### config.mk
export PLATFORM = sky130hd
export DESIGN_NAME = shift_right_seq_32
export DESIGN_NICKNAME = d
export VERILOG_FILES = /design/src/rtl/shift_pkg.sv /design/src/rtl/shift_right_step.sv /design/src/rtl/shift_right_seq_32.sv
export SDC_FILE = /design/constraint.sdc
export NUM_CORES = 1
export LEC_CHECK = 0
export BUFFER_PORTS_ARGS = -buffer_cell sky130_fd_sc_hd__buf_2
export CAP_MARGIN = 25
export CORE_MARGIN = 4
export CORE_UTILIZATION = 45
export CTS_BUF_LIST = sky130_fd_sc_hd__clkbuf_2 sky130_fd_sc_hd__clkbuf_4 sky130_fd_sc_hd__clkbuf_8
export CTS_CLUSTER_SIZE = 25
export DETAILED_ROUTE_END_ITERATION = 8
export PLACE_DENSITY_LB_ADDON = 0.12
export SLEW_MARGIN = 20
export SYNTH_ARGS = -nofsm -noshare
export SYNTH_HDL_FRONTEND = slang
export SYNTH_SLANG_ARGS = --single-unit
### constraint.sdc
create_clock -name clk_i -period 4.5 [get_ports clk_i]
set_input_delay 0.225 -clock clk_i [delete_from_list [all_inputs] [get_ports clk_i]]
set_output_delay 0.225 -clock clk_i [all_outputs]
set_load 0.01 [all_outputs]
### src/rtl/shift_pkg.sv
// rtl/shift_pkg.sv - shared encodings and sizes for the sequential right shifter
package shift_pkg;

    localparam int WIDTH_C = 32;
    localparam int SHAMT_W = 5;

    typedef enum logic [1:0] {
        IDLE  = 2'd0,
        SHIFT = 2'd1,
        DONE  = 2'd2
    } state_t;

endpackage

### src/rtl/shift_right_step.sv
// rtl/shift_right_step.sv - one combinational right-shift step by s positions with a given fill bit
module shift_right_step #(
    parameter int WIDTH = 32,
    parameter int SW    = 4
) (
    input  logic [WIDTH-1:0] work,
    input  logic             fill,
    input  logic [SW-1:0]    s,
    output logic [WIDTH-1:0] shifted
);

    logic [WIDTH-1:0] fill_mask;

    // Ones in the top s positions mark where the fill bit lands.
    assign fill_mask = ~({WIDTH{1'b1}} >> s);
    assign shifted   = (work >> s) | (fill ? fill_mask : '0);

endmodule

### src/rtl/shift_right_seq_32.sv
// rtl/shift_right_seq_32.sv - iterative 32-bit logical/arithmetic right shifter with start/done handshake
module shift_right_seq_32
    import shift_pkg::*;
#(
    parameter int WIDTH = 32,
    parameter int STEP  = 1
) (
    input  logic               clk_i,
    input  logic               rst_i,
    input  logic               start_i,
    input  logic [WIDTH-1:0]   data_i,
    input  logic [SHAMT_W-1:0] shamt_i,
    input  logic               arith_i,
    output logic               ready_o,
    output logic               busy_o,
    output logic               done_o,
    output logic [WIDTH-1:0]   data_o
);

    localparam int SW = 4;

    state_t             state;
    logic [WIDTH-1:0]   work;
    logic [SHAMT_W-1:0] rem;
    logic               fill;
    logic [SW-1:0]      s;
    logic [SHAMT_W-1:0] rem_next;
    logic [WIDTH-1:0]   shifted;

    // Clamping to the remaining count keeps the last step short instead of underflowing.
    always_comb begin
        s        = (rem < SHAMT_W'(STEP)) ? rem[SW-1:0] : SW'(STEP);
        rem_next = rem - SHAMT_W'(s);
    end

    shift_right_step #(
        .WIDTH (WIDTH),
        .SW    (SW)
    ) u_step (
        .work    (work),
        .fill    (fill),
        .s       (s),
        .shifted (shifted)
    );

    assign ready_o = (state == IDLE);
    assign busy_o  = (state == SHIFT);

    always_ff @(posedge clk_i or posedge rst_i) begin
        if (rst_i) begin
            state  <= IDLE;
            work   <= '0;
            rem    <= '0;
            fill   <= 1'b0;
            data_o <= '0;
            done_o <= 1'b0;
        end else begin
            done_o <= 1'b0;
            case (state)
                IDLE: begin
                    if (start_i) begin
                        work  <= data_i;
                        rem   <= shamt_i;
                        fill  <= arith_i & data_i[WIDTH-1];
                        state <= (shamt_i != '0) ? SHIFT : DONE;
                    end
                end
                SHIFT: begin
                    work <= shifted;
                    rem  <= rem_next;
                    if (rem_next == '0) begin
                        state <= DONE;
                    end
                end
                DONE: begin
                    // The result register only changes here, so partial shifts never leak out.
                    data_o <= work;
                    done_o <= 1'b1;
                    state  <= IDLE;
                end
                default: state <= IDLE;
            endcase
        end
    end

endmodule
=== After elaboration in Yosys (flattened, before gate mapping) ===
Index checks and enable logic that the tools add are counted.

* Bits in registers: 73
* Output and inout port bits: 35
* Logic and storage cells: 35

* $add $sub $neg: 1
* Magnitude comparators: 1
* Equal/unequal tests: 4
* Shift-type cells: 2
* Muxes and demuxes: 11
* Bitwise logic cells: 3
* Reductions and logical operators: 7

{| class="wikitable"
|+ Operators by type and width
! operator !! number
|-
| 32-bit two-way mux || 2
|-
| 32-bit one-hot mux with 2 select lines || 1
|-
| 32-bit NOT || 1
|-
| 32-bit OR || 1
|-
| 32-bit by 4-bit >> shifter with 32-bit output || 1
|-
| 32-bit by 4-bit >> shifter with 32-bit output (first input constant) || 1
|-
| 5-bit one-hot mux with 2 select lines || 1
|-
| 2-bit two-way mux || 3
|-
| 2-bit AND reduction || 3
|-
| 5-bit zero test || 1
|-
| 5-bit by 1-bit less-than comparator with 1-bit output (second input constant) || 1
|-
| 5-bit two-way mux || 1
|-
| 5-bit nonzero test || 1
|-
| 5-bit by 4-bit subtractor with 5-bit output || 1
|-
| 4-bit two-way mux || 1
|-
| 2-bit one-hot mux with 2 select lines || 1
|-
| 2-bit by 1-bit equality test with 1-bit output (second input constant) || 1
|-
| 2-bit equality test (second input constant) || 1
|-
| 2-bit zero test || 1
|-
| 2-bit by 1-bit != test with 1-bit output (second input constant) || 1
|-
| 2-bit != test (second input constant) || 1
|-
| 2-bit nonzero test || 1
|-
| 1-bit bitwise AND || 1
|-
| 1-bit two-way mux || 1
|}

=== Depth between registers and ports, before layout ===
* Depth in word-level cells: 7
* Mapped depth: 7
* Depth with buffers taken out: 6

=== Hierarchy ===
A second synthesis with hierarchy kept.

* Cells, all modules: 481
* Area total of the unflattened synthesis: 5,223.8 µm²

{| class="wikitable"
|+ Modules (own cells, without submodules)
! module !! times used !! cells each !! area each (µm²)
|-
| shift_right_seq_32 || 1 || 266 || 3,363.2
|-
| shift_right_step || 1 || 215 || 1,860.5
|}

=== Least setup slack after synthesis ===
Ideal clock, no wire load.

* Path type: register to register
* Start: register rem[3]
* End: register state[0]
* Arrival time: 1.831 ns
* Path slack: 2.534 ns
* Stages on the path, launching flop included: 8
* Path buffers: 1
* Period minus slack after synthesis: 1.966 ns
* Cell sequence: dfrtp_1 > buf_6 > nor3_4 > a21o_1 > ha_1 > or3b_2 > o21ai_0 > a21oi_1

* Cells in the longest elaborated chain, start to end: 6

{| class="wikitable"
|+ RTL lines
! what !! RTL line !! source
|-
| start: declaration || shift_right_seq_32.sv:24 || <nowiki>logic [SHAMT_W-1:0] rem;</nowiki>
|-
| start signal: assignment || shift_right_seq_32.sv:63 || <nowiki>rem <= shamt_i;</nowiki>
|-
| start signal: assignment || shift_right_seq_32.sv:70 || <nowiki>rem <= rem_next;</nowiki>
|-
| 5-bit by 1-bit less-than comparator with 1-bit output || shift_right_seq_32.sv:32 || <nowiki>s = (rem < SHAMT_W'(STEP)) ? rem[SW-1:0] : SW'(STEP);</nowiki>
|-
| 4-bit two-way mux || shift_right_seq_32.sv:32 ||
|-
| 5-bit by 4-bit subtractor with 5-bit output * || shift_right_seq_32.sv:33 || <nowiki>rem_next = rem - SHAMT_W'(s);</nowiki>
|-
| 5-bit zero test * || shift_right_seq_32.sv:71 || <nowiki>if (rem_next == '0) begin</nowiki>
|-
| 2-bit by 1-bit != test with 1-bit output (no source line) * || - ||
|-
| 2-bit AND reduction (no source line) * || - ||
|-
| end signal: assignment || shift_right_seq_32.sv:65 || <nowiki>state <= (shamt_i != '0) ? SHIFT : DONE;</nowiki>
|-
| end: declaration || shift_right_seq_32.sv:22 || <nowiki>state_t state;</nowiki>
|}

Every way passes the cells marked *; elsewhere a longest branch is shown, timed or not.
A chain may end at the register's enable or synchronous reset.

=== Worst setup path after layout ===
* Start: register state[1]
* End: output port busy_o

* Cells in the longest elaborated chain, start to end: 1

{| class="wikitable"
|+ RTL lines
! what !! RTL line !! source
|-
| 2-bit by 1-bit equality test with 1-bit output || shift_right_seq_32.sv:47 || <nowiki>assign busy_o = (state == SHIFT);</nowiki>
|-
| end: declaration || shift_right_seq_32.sv:15 || <nowiki>output logic busy_o,</nowiki>
|}

Every way passes these cells.

==> metrics.log <==
[metrics] total of endpoints with negative setup slack in the final report: 0
[metrics] ranking of synthesized cells by area: sky130_fd_sc_hd__dfrtp_1 51%, sky130_fd_sc_hd__a311oi_1 6.7%, sky130_fd_sc_hd__a211oi_1 6.3%, sky130_fd_sc_hd__o22ai_1 4.9%, sky130_fd_sc_hd__o21ai_0 4.6%
[metrics] Row Count: 32
[metrics] part of the total power dissipated in the clock network: 0.177
[metrics] simple-gate portion of the synthesized area: 0.103
[metrics] fraction of synthesized area in multiplexers: 0.0155
[metrics] antenna diode count: 0
[metrics] total clock sinks: 73
[metrics] Critical Path Fanout Max: 20
[metrics] path class of the lowest-slack min-delay path: input port to register
[metrics] Seq/Total Area, Yosys: 0.514
[metrics] Req. time, crit path: 4.28 ns
[metrics] number of antenna violations at the first check in global routing: 0
[metrics] worst-case hold slack: 0.114 ns
[metrics] fraction of post-synthesis cell area in the top cell type by area: 0.514
[metrics] number of failing hold endpoints at the final stage: 0
[metrics] pin count of the biggest net entering global routing: slightly above 60
[metrics] area share of fa/ha/maj cells after synthesis: 0.00352
[metrics] core outline area: about 7700 um^2
[metrics] total leakage power: between 0.002 and 0.0025 uW
[metrics] half-perimeter wire length of the detailed placement result: between 5 and 6 mm
[metrics] share of power burned in registers: 0.402
[metrics] arrival time worst endpoint: around 2.2 ns
[metrics] routed vias: 2961
[metrics] overall power of the completed layout: about 3000 uW
[metrics] Worst Max-Slew Pin Slew: around 0.74 ns
[metrics] cell area after synthesis: around 3600 um^2
[metrics] x dimension of the die: slightly below 100 um
[metrics] crit share post-route: 0.528
[metrics] Iteration-0 DRC Markers: ~140
[metrics] FMAX: around 0.42 GHz
[metrics] relative area change from synthesis to final layout: 18.2%
[metrics] Worst path slowest cell: sky130_fd_sc_hd__dfrtp_1
[metrics] total grt overflow: 0
[metrics] num ports: 76
[metrics] # Max-Cap Violations: 0
[metrics] global-route total usage across every layer: 0.197
[metrics] number of DRC violations after detailed routing: 0
[metrics] Critical Path End Type: output port
[metrics] maximum vdd ir drop: 271 uV
[metrics] Critical Path Start Type: register
[metrics] power density normalized to cell area: 713 nW/um^2
[metrics] dpl cell area: between 3000 and 4000 um^2
[metrics] post-synthesis compound-gate area fraction: 0.270
[metrics] Relative slew margins: 0.506
[metrics] final number of max-transition violations: 0
[metrics] Post-Synthesis Mean Instance Area: approximately 10 um^2
[metrics] run status: completed
[metrics] number of warnings issued by yosys: 0
[metrics] CTS H-tree depth: 3
[metrics] initial standard-cell utilization of the core: 0.463
[metrics] peak per-stage delay on the critical path: 0.63 ns
[metrics] time the worst path needs with I/O delays and setup: 2.38 ns
[metrics] cell type with the largest total area after synthesis: sky130_fd_sc_hd__dfrtp_1
[metrics] net count after synthesis: between 300 and 400
[metrics] post-detailed-route wirelength per cell: 16.7 um
[metrics] internal cell power: roughly 1800 uW
[metrics] number of nets in the layout: 460
[metrics] Crit Path Category: register to output port
[metrics] clock buffers created by TritonCTS: 9
[metrics] Setup Fix Bufs, Post-CTS: 0
[metrics] clock buffer depth: 2
[metrics] cell-by-cell trace of the critical path: nand2b_1, buf_4, inv_1, buf_2
[metrics] global-route wire length before repair: 15.3 mm
[metrics] Synth Register Bits: between 70 and 80
[metrics] clock tree from TritonCTS: built
[metrics] die extent in y: about 97 um
[metrics] final design instance area without fill: between 4000 and 5000 um^2
[metrics] Distinct cells, synth: 41
[metrics] number of global-route vias before repair: between 3000 and 4000
[metrics] first-pass iteration count of the detailed router: 4
[metrics] net switching power of the design: 1230 uW
[metrics] port buffer count: 75
[metrics] number of nets still failing antenna checks after routing: 0
[metrics] setup repair after global routing missed its margin: no
[metrics] share of total power in combinational logic: 0.421
[metrics] combinational family with the most area after synthesis: compound AO/OA/AOI/OAI gates
[metrics] total wirelength of the detailed-routed design: between 8 and 9 mm
[metrics] synthesized instance count: between 300 and 400
[metrics] Setup Slack @ Placement: slightly below 2 ns
[metrics] die outline area: approximately 9400 um^2
[metrics] area share of xor/xnor cells in the synthesized design: 0
[metrics] share of cells above drive strength 1: 0.265
[metrics] TNS Setup: 0 ns
[metrics] Root Driver: sky130_fd_sc_hd__clkbuf_8
[metrics] clock slew at reported path FFs: around 0.070 ns
[metrics] switching share of power: 0.411
[metrics] Final GP Congestion: approximately 0.78
[metrics] clk_skew: ~0.0074 ns
[metrics] source-to-sink clock delay at the later pin of the worst-skew pair: between 0.3 and 0.4 ns
[metrics] post-route setup slack: 2.12 ns
[metrics] routed vias/inst: around 5.6
## sequential cells by signal, indices dropped and copies added (netlist names)
name    count
data_o     32
done_o      1
fill        1
rem         5
state       2
work       32
## placed cells by master (no fill, tap or decap), types with 2 or more instances in the layout
cell type,n
sky130_fd_sc_hd__a211oi_1,30
sky130_fd_sc_hd__a21oi_1,4
sky130_fd_sc_hd__a22oi_1,4
sky130_fd_sc_hd__a311oi_1,27
sky130_fd_sc_hd__and4b_1,3
sky130_fd_sc_hd__buf_16,2
sky130_fd_sc_hd__buf_2,75
sky130_fd_sc_hd__buf_4,5
sky130_fd_sc_hd__clkbuf_8,11
sky130_fd_sc_hd__clkinv_2,3
sky130_fd_sc_hd__dfrtp_1,73
sky130_fd_sc_hd__inv_1,34
sky130_fd_sc_hd__mux2_2,4
sky130_fd_sc_hd__nand2_1,30
sky130_fd_sc_hd__nand4_1,2
sky130_fd_sc_hd__nor2_1,6
sky130_fd_sc_hd__nor2b_1,6
sky130_fd_sc_hd__nor3_1,6
sky130_fd_sc_hd__nor3b_1,2
sky130_fd_sc_hd__nor4_1,3
sky130_fd_sc_hd__o21a_1,5
sky130_fd_sc_hd__o21ai_0,33
sky130_fd_sc_hd__o22ai_1,28
sky130_fd_sc_hd__o311ai_1,2
## synth_stat cells
master and count:
sky130_fd_sc_hd__dfrtp_1 73, sky130_fd_sc_hd__inv_1 35, sky130_fd_sc_hd__o21ai_0 33, sky130_fd_sc_hd__a211oi_1 30
sky130_fd_sc_hd__nand2_1 30, sky130_fd_sc_hd__o22ai_1 28, sky130_fd_sc_hd__a311oi_1 27, sky130_fd_sc_hd__buf_2 18
sky130_fd_sc_hd__clkbuf_1 11, sky130_fd_sc_hd__nor2_1 6, sky130_fd_sc_hd__nor2b_1 6, sky130_fd_sc_hd__nor3_1 6
sky130_fd_sc_hd__buf_6 5, sky130_fd_sc_hd__o21a_1 5, sky130_fd_sc_hd__a21oi_1 4, sky130_fd_sc_hd__a22oi_1 4
sky130_fd_sc_hd__mux2_2 4, sky130_fd_sc_hd__and4b_1 3, sky130_fd_sc_hd__nor4_1 3, sky130_fd_sc_hd__nand2b_1 2
sky130_fd_sc_hd__nand4_1 2, sky130_fd_sc_hd__nor3b_1 2, sky130_fd_sc_hd__o311ai_1 2, sky130_fd_sc_hd__a21o_1 1
sky130_fd_sc_hd__a221oi_1 1, sky130_fd_sc_hd__a32o_1 1, sky130_fd_sc_hd__and2_4 1, sky130_fd_sc_hd__and3b_1 1
sky130_fd_sc_hd__buf_8 1, sky130_fd_sc_hd__ha_1 1, sky130_fd_sc_hd__mux2i_1 1, sky130_fd_sc_hd__nand3_1 1
sky130_fd_sc_hd__nor2_2 1, sky130_fd_sc_hd__nor3_4 1, sky130_fd_sc_hd__o21ba_2 1, sky130_fd_sc_hd__o21bai_1 1
sky130_fd_sc_hd__o41ai_1 1, sky130_fd_sc_hd__or2_2 1, sky130_fd_sc_hd__or3b_1 1, sky130_fd_sc_hd__or3b_2 1
sky130_fd_sc_hd__or4_1 1
## worst max-delay path: cells and delay by family (launching register included)
family,cells,cell delay (ns)
AND/OR/NAND/NOR,1,0.57
flip-flops,1,0.63
buffers and inverters,3,0.60
## through the flow
step,std cells,util
after floorplan,357,-
after global placement,504,0.507
after detailed placement,506,0.513
after CTS,523,0.541
after global routing,525,0.547
final,525,0.547
## final cells by class
type / instances / area (um^2)
clock buffer: 11 / 151
clock inverter: 5 / 53.8
fill: 727 / 3490
inverter: 35 / 131
multi-input combinational: 214 / 1400
sequential: 73 / 1830
tap: 102 / 128
timing repair buffer: 85 / 513
## cells by family (layout without fill, tap and decap cells)
kind of cell | count (synthesis) | count (layout)
DFF | 73 | 73
buffers and inverters | 70 | 136
and+or+nand+nor | 69 | 69
AOI/OAI and AO/OA | 139 | 139
adders and majority gates | 1 | 1
muxes | 5 | 5
## power groups by stage
stage / logic [uW] / registers (uW) / clock network [uW]
floorplan: 889 / 1210 / 0
global placement: 1190 / 1230 / 0
detailed placement: 1220 / 1240 / 0
CTS: 1230 / 1230 / 545
global route: 1430 / 1250 / 572
finish: 1260 / 1210 / 531
## per-layer routing
metal  up-vias  global-route usage  wire [um]
met3         8              0.0411        555
li1       1450                   -          -
met4         0              0.0832         99
met5         -                   0          0
met2        91               0.284       3880
met1      1412               0.286       4240
## worst paths after layout
path	depth (start not counted)	slack, ns	startpoint	end
worst max-delay path	4	2.12	state[1]	busy_o
worst min-delay path	3	0.11	arith_i	fill
worst max register to register	7	2.17	rem[2]	state[0]
worst min register to register	2	0.48	data_o[24]	data_o[24]
max in group asynchronous	5	3.20	rst_i	data_o[5]
min in group asynchronous	3	0.41	rst_i	data_o[8]
## timing repair
item                                    4_1_cts  5_1_grt
resized for setup                             0        0
endpoints found under the setup margin        0        0
hold buffers                                  1        0
endpoints found under the hold margin        17        0
(Power assumes the default switching activity.)
